$ cat src/rtl/alu_test_sequencer.sv
// Programmable ALU/register-file test sequencer: replays a loadable step table, reads back each
// destination register and checks it. Optional ALUSEQ_SINGLE_STEP_EN adds a step_i port and a HOLD state.
module alu_test_sequencer #(
    parameter  int DATA_W   = 16,
    parameter  int NUM_REGS = 16,
    parameter  int ALUOP_W  = 8,
    parameter  int STEPS    = 16,
    parameter  int FCNT_W   = 8,
    localparam int RW       = $clog2(NUM_REGS),
    localparam int SW       = $clog2(STEPS),
    localparam int ENTRY_W  = 4 + ALUOP_W + 3*RW + 2*DATA_W
) (
    input  logic                clk_i,
    input  logic                reset_i,
    input  logic                start_i,
`ifdef ALUSEQ_SINGLE_STEP_EN
    input  logic                step_i,
`endif
    input  logic                prog_we_i,
    input  logic [SW-1:0]       prog_addr_i,
    input  logic [ENTRY_W-1:0]  prog_data_i,
    output logic [ALUOP_W-1:0]  alu_op_o,
    output logic [NUM_REGS-1:0] reg_en_o,
    output logic [NUM_REGS-1:0] buf_a_o,
    output logic [NUM_REGS-1:0] buf_b_o,
    output logic [DATA_W-1:0]   imm_o,
    output logic                imm_en_o,
    output logic                cin_o,
    output logic [RW-1:0]       reg_read_num_o,
    input  logic [DATA_W-1:0]   reg_read_data_i,
    output logic                busy_o,
    output logic                done_o,
    output logic                pass_o,
    output logic [FCNT_W-1:0]   fail_count_o,
    output logic [SW-1:0]       first_fail_o
);
    localparam int SRCB_L = 2*DATA_W;
    localparam int SRCA_L = SRCB_L + RW;
    localparam int DST_L  = SRCA_L + RW;
    localparam int OP_L   = DST_L + RW;
    localparam int IMMEN  = OP_L + ALUOP_W;

    typedef enum logic [2:0] {
        IDLE, FETCH, ISSUE, WAIT, CHECK, DONE
`ifdef ALUSEQ_SINGLE_STEP_EN
        , HOLD
`endif
    } state_t;

    state_t              state_q, state_d;
    logic [SW-1:0]       step_q, step_d;
    logic [FCNT_W-1:0]   fail_q, fail_d;
    logic [SW-1:0]       ff_q, ff_d;
    logic [ENTRY_W-1:0]  entry_q;
    logic [ENTRY_W-1:0]  mem_q [STEPS];

    logic [DATA_W-1:0]   e_exp, e_imm;
    logic [RW-1:0]       e_srcb, e_srca, e_dst;
    logic [ALUOP_W-1:0]  e_op;
    logic                e_immen, e_cin, e_chk, e_last;
    logic [NUM_REGS-1:0] dst_oh, srca_oh, srcb_oh;
    logic                last_step;

    assign e_exp   = entry_q[DATA_W-1:0];
    assign e_imm   = entry_q[SRCB_L-1:DATA_W];
    assign e_srcb  = entry_q[SRCA_L-1:SRCB_L];
    assign e_srca  = entry_q[DST_L-1:SRCA_L];
    assign e_dst   = entry_q[OP_L-1:DST_L];
    assign e_op    = entry_q[IMMEN-1:OP_L];
    assign e_immen = entry_q[IMMEN];
    assign e_cin   = entry_q[IMMEN+1];
    assign e_chk   = entry_q[IMMEN+2];
    assign e_last  = entry_q[IMMEN+3];

    // Out-of-range register indices simply match no decoder output.
    for (genvar g = 0; g < NUM_REGS; g++) begin : g_dec
        assign dst_oh[g]  = (e_dst  == RW'(g));
        assign srca_oh[g] = (e_srca == RW'(g));
        assign srcb_oh[g] = (e_srcb == RW'(g));
    end

    assign last_step = e_last || (step_q == SW'(STEPS-1));

    assign busy_o       = (state_q != IDLE) && (state_q != DONE);
    assign done_o       = (state_q == DONE);
    assign pass_o       = done_o && (fail_q == '0);
    assign fail_count_o = fail_q;
    assign first_fail_o = ff_q;

    always_ff @(posedge clk_i) begin
        if (prog_we_i && !busy_o && (int'(prog_addr_i) < STEPS))
            mem_q[prog_addr_i] <= prog_data_i;
    end

    always_ff @(posedge clk_i) begin
        if (reset_i) begin
            state_q <= IDLE;
            step_q  <= '0;
            fail_q  <= '0;
            ff_q    <= '0;
            entry_q <= '0;
        end else begin
            state_q <= state_d;
            step_q  <= step_d;
            fail_q  <= fail_d;
            ff_q    <= ff_d;
            if (state_q == FETCH)
                entry_q <= mem_q[step_q];
        end
    end

    always_comb begin
        state_d = state_q;
        step_d  = step_q;
        fail_d  = fail_q;
        ff_d    = ff_q;
        case (state_q)
            IDLE, DONE: begin
                if (start_i) begin
                    state_d = FETCH;
                    step_d  = '0;
                    fail_d  = '0;
                    ff_d    = '0;
                end
            end
            FETCH: state_d = ISSUE;
            ISSUE: state_d = WAIT;
            WAIT:  state_d = CHECK;
            CHECK: begin
                if (e_chk && (reg_read_data_i != e_exp)) begin
                    if (fail_q == '0)
                        ff_d = step_q;
                    if (fail_q != '1)
                        fail_d = fail_q + 1'b1;
                end
`ifdef ALUSEQ_SINGLE_STEP_EN
                state_d = HOLD;
            end
            HOLD: begin
                if (step_i) begin
                    if (last_step) begin
                        state_d = DONE;
                    end else begin
                        state_d = FETCH;
                        step_d  = step_q + 1'b1;
                    end
                end
`else
                if (last_step) begin
                    state_d = DONE;
                end else begin
                    state_d = FETCH;
                    step_d  = step_q + 1'b1;
                end
`endif
            end
            default: state_d = IDLE;
        endcase
    end

    always_comb begin
        alu_op_o       = '0;
        reg_en_o       = '0;
        buf_a_o        = '0;
        buf_b_o        = '0;
        imm_o          = '0;
        imm_en_o       = 1'b0;
        cin_o          = 1'b0;
        reg_read_num_o = '0;
        if (state_q == ISSUE) begin
            alu_op_o = e_op;
            reg_en_o = dst_oh;
            buf_a_o  = srca_oh;
            buf_b_o  = e_immen ? '0 : srcb_oh;
            imm_o    = e_imm;
            imm_en_o = e_immen;
            cin_o    = e_cin;
        end
        if (state_q == WAIT || state_q == CHECK)
            reg_read_num_o = e_dst;
    end
endmodule

$ cat config.mk
export PLATFORM = sky130hd
export DESIGN_NAME = alu_test_sequencer
export DESIGN_NICKNAME = d
export VERILOG_FILES = /design/src/rtl/alu_test_sequencer.sv
export SDC_FILE = /design/constraint.sdc
export NUM_CORES = 1
export LEC_CHECK = 0
export CAP_MARGIN = 20
export CORE_ASPECT_RATIO = 1.25
export CORE_MARGIN = 3
export CORE_UTILIZATION = 30
export CTS_BUF_LIST = sky130_fd_sc_hd__clkbuf_4
export CTS_CLUSTER_SIZE = 16
export DETAILED_ROUTE_END_ITERATION = 12
export HOLD_SLACK_MARGIN = 0.12
export PLACE_DENSITY_LB_ADDON = 0.12
export SETUP_SLACK_MARGIN = 0.1
export SLEW_MARGIN = 40
export SYNTH_ARGS = -nofsm -noshare
export SYNTH_HDL_FRONTEND = slang
export SYNTH_SLANG_ARGS = --single-unit
$ cat constraint.sdc
create_clock -name clk_i -period 5.41 [get_ports clk_i]
set_clock_uncertainty 0.05 [all_clocks]
set_input_delay 0.541 -clock clk_i [delete_from_list [all_inputs] [get_ports clk_i]]
set_output_delay 0.541 -clock clk_i [all_outputs]
set_load 0.03 [all_outputs]
### Word level (Yosys, flattened, before mapping)

Memory sizes are Yosys's and may differ from the RTL's. A register that Yosys moved wholly into a read port is not among the register bits.
Cells that the tools add are included.

| storage, ports and cells | value |
|---|---|
| flip-flop bits (word level) | 19 |
| bits in writable memories | 896 |
| bits of input ports | 80 |
| output and inout bits | 93 |
| word-level logic and storage cells | 108 |
| memories | 1 |

Memories:

| memory | words | width | read ports | clocked after memory_dff | write ports | RTL line | RTL |
|---|---|---|---|---|---|---|---|
| mem_q | 16 | 56 | 1 | 1 | 1 | 55 | `logic [ENTRY_W-1:0] mem_q [STEPS];` |

| cells by class | value |
|---|---|
| $add $sub $neg | 2 |
| equality and inequality tests | 59 |
| muxes and demuxes | 24 |
| reduce and logical (&&, ||, !) cells | 18 |

Operator list:

| operator | number |
|---|---|
| 4-bit equality test (second input constant) | 25 |
| 16-bit 2-to-1 mux | 5 |
| 4-bit by 3-bit equality test with 1-bit output (second input constant) | 12 |
| 8-bit 2-to-1 mux | 4 |
| 4-bit by 2-bit equality test with 1-bit output (second input constant) | 6 |
| 4-bit 2-to-1 mux | 5 |
| 16-bit != test | 1 |
| 4-bit one-hot mux with 2 select lines | 2 |
| 8-bit one-hot mux with 2 select lines | 1 |
| 3-bit one-hot mux with 5 select lines | 1 |
| 4-bit by 1-bit equality test with 1-bit output (second input constant) | 3 |
| 4-bit logical NOT | 3 |
| 2-bit != test (second input constant) | 5 |
| 8-bit by 1-bit adder with 8-bit output (second input constant) | 1 |
| 8-bit logical NOT | 1 |
| 8-bit != test (second input constant) | 1 |
| 4-bit AND reduction | 2 |
| 3-bit by 2-bit equality test with 1-bit output (second input constant) | 2 |
| 3-bit equality test (second input constant) | 2 |
| 3-bit 2-to-1 mux | 2 |
| 4-bit by 1-bit adder with 4-bit output (second input constant) | 1 |
| 1-bit logical AND | 4 |
| 1-bit 2-to-1 mux | 4 |
| 3-bit by 1-bit equality test with 1-bit output (second input constant) | 1 |
| 8 further kinds | 9 |

### Longest topological paths before layout

| logic depth | value |
|---|---|
| word-level depth | 6 |
| mapped depth | 8 |
| mapped depth without buffers | 6 |

### Worst setup path before layout

Ideal clock, no wire load.

| path | value |
|---|---|
| path kind | register to register |
| from | register state_q[0] |
| to | memory mem_q[0][0] in the netlist's numbering (enable) |
| library setup time | 0.539 ns |
| data arrival time | 5.101 ns |
| required time | 4.821 ns |
| setup slack | -0.281 ns |
| cell stages (with the launch flop) | 7 |
| buffers on the path | 1 |
| period minus slack after synthesis | 5.691 ns |
| cells stage by stage | dfxtp_1 -> buf_2 -> xor2_1 -> nor2_1 -> nand2_1 -> or3_1 -> nor3_1 |

| between the ends | value |
|---|---|
| cells in the longest elaborated chain, start to end | 6 |
| elaborated cells on any way between the ends | 7 |
| those cells by class | eq/ne: 1; mux: 2; reduce/logical: 4 |

Ends and longest elaborated chain:

| what | RTL line | RTL |
|---|---|---|
| start, declared | 50 | `state_t state_q, state_d;` |
| start signal, assigned | 103 | `state_q <= state_d;` |
| 3-bit != test / 3-bit nonzero test (equally long branches) | 84 | `assign busy_o = (state_q != IDLE) && (state_q != DONE);` |
| 1-bit logical AND * | 84 |  |
| 1-bit logical NOT * | 91 | `if (prog_we_i && !busy_o && (int'(prog_addr_i) < STEPS))` |
| 1-bit logical AND * | 91 |  |
| 1-bit 2-to-1 mux * | 91 |  |
| 1-bit 2-to-1 mux (implied by the code) * | 92 | `mem_q[prog_addr_i] <= prog_data_i;` |
| end, declared | 55 |  |

Every way passes the cells marked *; elsewhere a longest branch is shown, timed or not.

### Worst setup path in the final report

| path | value |
|---|---|
| from | register state_q[1] |
| to | output port buf_b_o[4] |

| between the ends | value |
|---|---|
| cells in the longest elaborated chain, start to end | 2 |

Ends and longest elaborated chain:

| what | RTL line | RTL |
|---|---|---|
| 3-bit by 2-bit equality test with 1-bit output | 170 | `if (state_q == ISSUE) begin` |
| 16-bit 2-to-1 mux | 170 |  |
| end, declared | 25 | `output logic [NUM_REGS-1:0] buf_b_o,` |

Every way passes these cells.

==> metrics.txt <==
DR vias/cell=4.79; Starting Density=30.3%; aggregate global routing overflow=0; Layout area overhead=19.6%; worst slew pin tran=819 ps; layout cells sized above 1=31.7%; met3 GRT Util=3.99%; pin count of the biggest net entering global routing=62; Core Area=124000 µm²; Seq/Total Area, Yosys=75.8%; static leakage=14.0 nW; fin crit period=4350 ps; DP HPWL=56900 µm; final setup violation count=0; port bufs=172; io pins=173; Power per Cell Area=341 nW/µm²; Slew HR=45.3%; die footprint=129000 µm²; Post-Route WL=99100 µm; number of synthesized flops with an enable pin=896; Crit Path Max Fanout=11; TritonCTS buffer count=275; Clk Latency, worst-skew pair=1130 ps; top-area cell type share of the netlist area=71.8%; first-pass GRT wire length=145000 µm; Synthesis Warnings=0; Fmax=230 MHz; Hold Crit Start=prog_data_i[26]; reg2reg start=state_q[0]; Worst-path clk slew=60 ps; Syn Std Cell Area=37500 µm²; M2 GR Usage=27.0%; post-route cell area=44800 µm²; RePlAce Congestion=0.736; clock buffer depth=4; Critical Path RT=4820 ps; WP data arrival=3760 ps; clk sinks=971; via count=19000; antenna viol nets, final=0; worst hold path type=primary input to flop; setup TNS=0 ps; crit share post-route=80.5%; WL per Instance=24.9 µm; RSZ-0062 raised after global routing=false; Max-cap violations=0; DIE HEIGHT=401 µm; total number of H-tree levels=5; Yosys cell types=51; Finished Layout Cells=3974; TritonRoute pass-1 iters=5; CP Launch Type=flop; met1 Use GR=19.1%; FFs w/ async S/R, synth=0%; R2R Setup Slk=2010 ps; die width=322 µm; gr busiest metal=met2; initial antenna violation count=11; Critical Path End Type=output port; root buf cell=clkbuf_4; Final nets=2260; cts repair resizes=0; DRC viols=0; status=complete, no violations; initial DRC count=1256; postcts setup bufs=0; area leader, netlist=edfxtp_1; Final Hold Violating Endpoints=0; predominant post-synthesis flop cell=edfxtp_1; CP Class=flop to output port; syn avg cell area=21.2 µm²; dpl cells=3498; Post-Syn Nets=1849; vias in the first global route=21200; VDD IR-drop max=0.000187 V; Synth area leaders=edfxtp_1 (72%), mux4_2 (16%), dfxtp_1 (4.0%); std cell rows=144; CTS tree=built; gr usage total=15.6%; Synth Register Bits=971; Post-Syn Instances=1766; crit path from=state_q[1]; Max Slew Vio Count=0; dpl cell area=41500 µm²
power by group:
part           internal (mW)  total [mW]  switching, mW
registers               8.32        8.37         0.0536
clock network           3.40        6.33           2.93
logic                  0.198       0.577          0.380
logic make-up (layout without fill, tap and decap cells):
kind of cell             count (synthesis)  in the layout  synth area share (%)
adder cells (fa/ha/maj)                  3              3                 0.100
XOR/XNOR                                20             20                 0.467
other                                    0             13                     0
AND/OR/NAND/NOR                        258            258                  3.32
multiplexers                           280            280                  17.0
AO/OA/AOI/OAI                           82             82                  1.30
buffers and inverters                  152            741                  2.00
flip-flops                             971            971                  75.8
flip-flops by register name, summed over array words and instances (netlist names):
| name | count |
|---|---|
| mem_q | 896 |
| state_q | 3 |
| first_fail_o | 4 |
| fail_count_o | 8 |
| step_q | 4 |
| entry_q | 56 |
cells in the mapped netlist (13+ instances only):
library cell and instances:
o21ai_1 56, buf_6 13, mux4_2 260, inv_1 56, xnor2_1 17, dfxtp_1 75, nor2_1 64, buf_2 14
nor3_1 27, mux4_1 20, clkbuf_1 40, nand2b_1 14, edfxtp_1 896, nand2_1 78, buf_1 13, and2_1 32
critical path, cell delays in order (launching register included):
cell and delay, ps:
dfxtp_1 540, or3b_2 740, nor3_1 300, nand2_1 150
nor3_1 190, clkdlybuf4s50_1 730
cell type report:
cell class	count	area (µm²)
Multi-Input combinational cell	643	8490
Clock inverter	57	248
Fill cell	11600	78800
Inverter	59	221
Antenna cell	13	32.5
Timing Repair Buffer	227	2410
Clock buffer	398	2990
Sequential cell	971	28400
Tap cell	1606	2010
final timing paths:
path                        to  cells past startpoint
setup reg to reg  mem_q[1][51]                      6
setup / recovery    buf_b_o[4]                      5
hold reg to reg    entry_q[50]                      2
hold / removal    mem_q[6][26]                      1
placed cells by master, fill, tap and decap left out, types with 17 or more instances in the layout:
cell / instances
dfxtp_1: 71
buf_4: 28
clkbuf_4: 398
nand2_1: 78
xnor2_1: 17
clkdlybuf4s50_1: 172
nor3_1: 23
and2_1: 32
clkinv_1: 49
mux4_1: 20
buf_12: 18
o21ai_1: 56
inv_1: 56
edfxtp_1: 896
nor2_1: 50
mux4_2: 260
per-stage QoR:
stage	worst slack (ps)	total power [mW]	utilization (%)	hold slack [ps]
floorplan	1240	8.77	-	370
global placement	1750	9.10	33.4	379
detailed placement	1720	9.13	33.5	384
CTS	831	15.6	36.2	122
global route	669	16.1	36.3	177
finish	1060	15.3	36.3	309
per-layer routing:
metal	up-vias	share of wire, %
met2	507	52
met5	-	0.013
met1	10100	41
met3	117	4.9
li1	8248	-
met4	2	1.4
what timing repair did:
item	in CTS	in global routing
endpoints found under the setup margin	0	0
hold endpoints to repair	40	0
hold buffers	6	0
(Power assumes the default switching activity.)
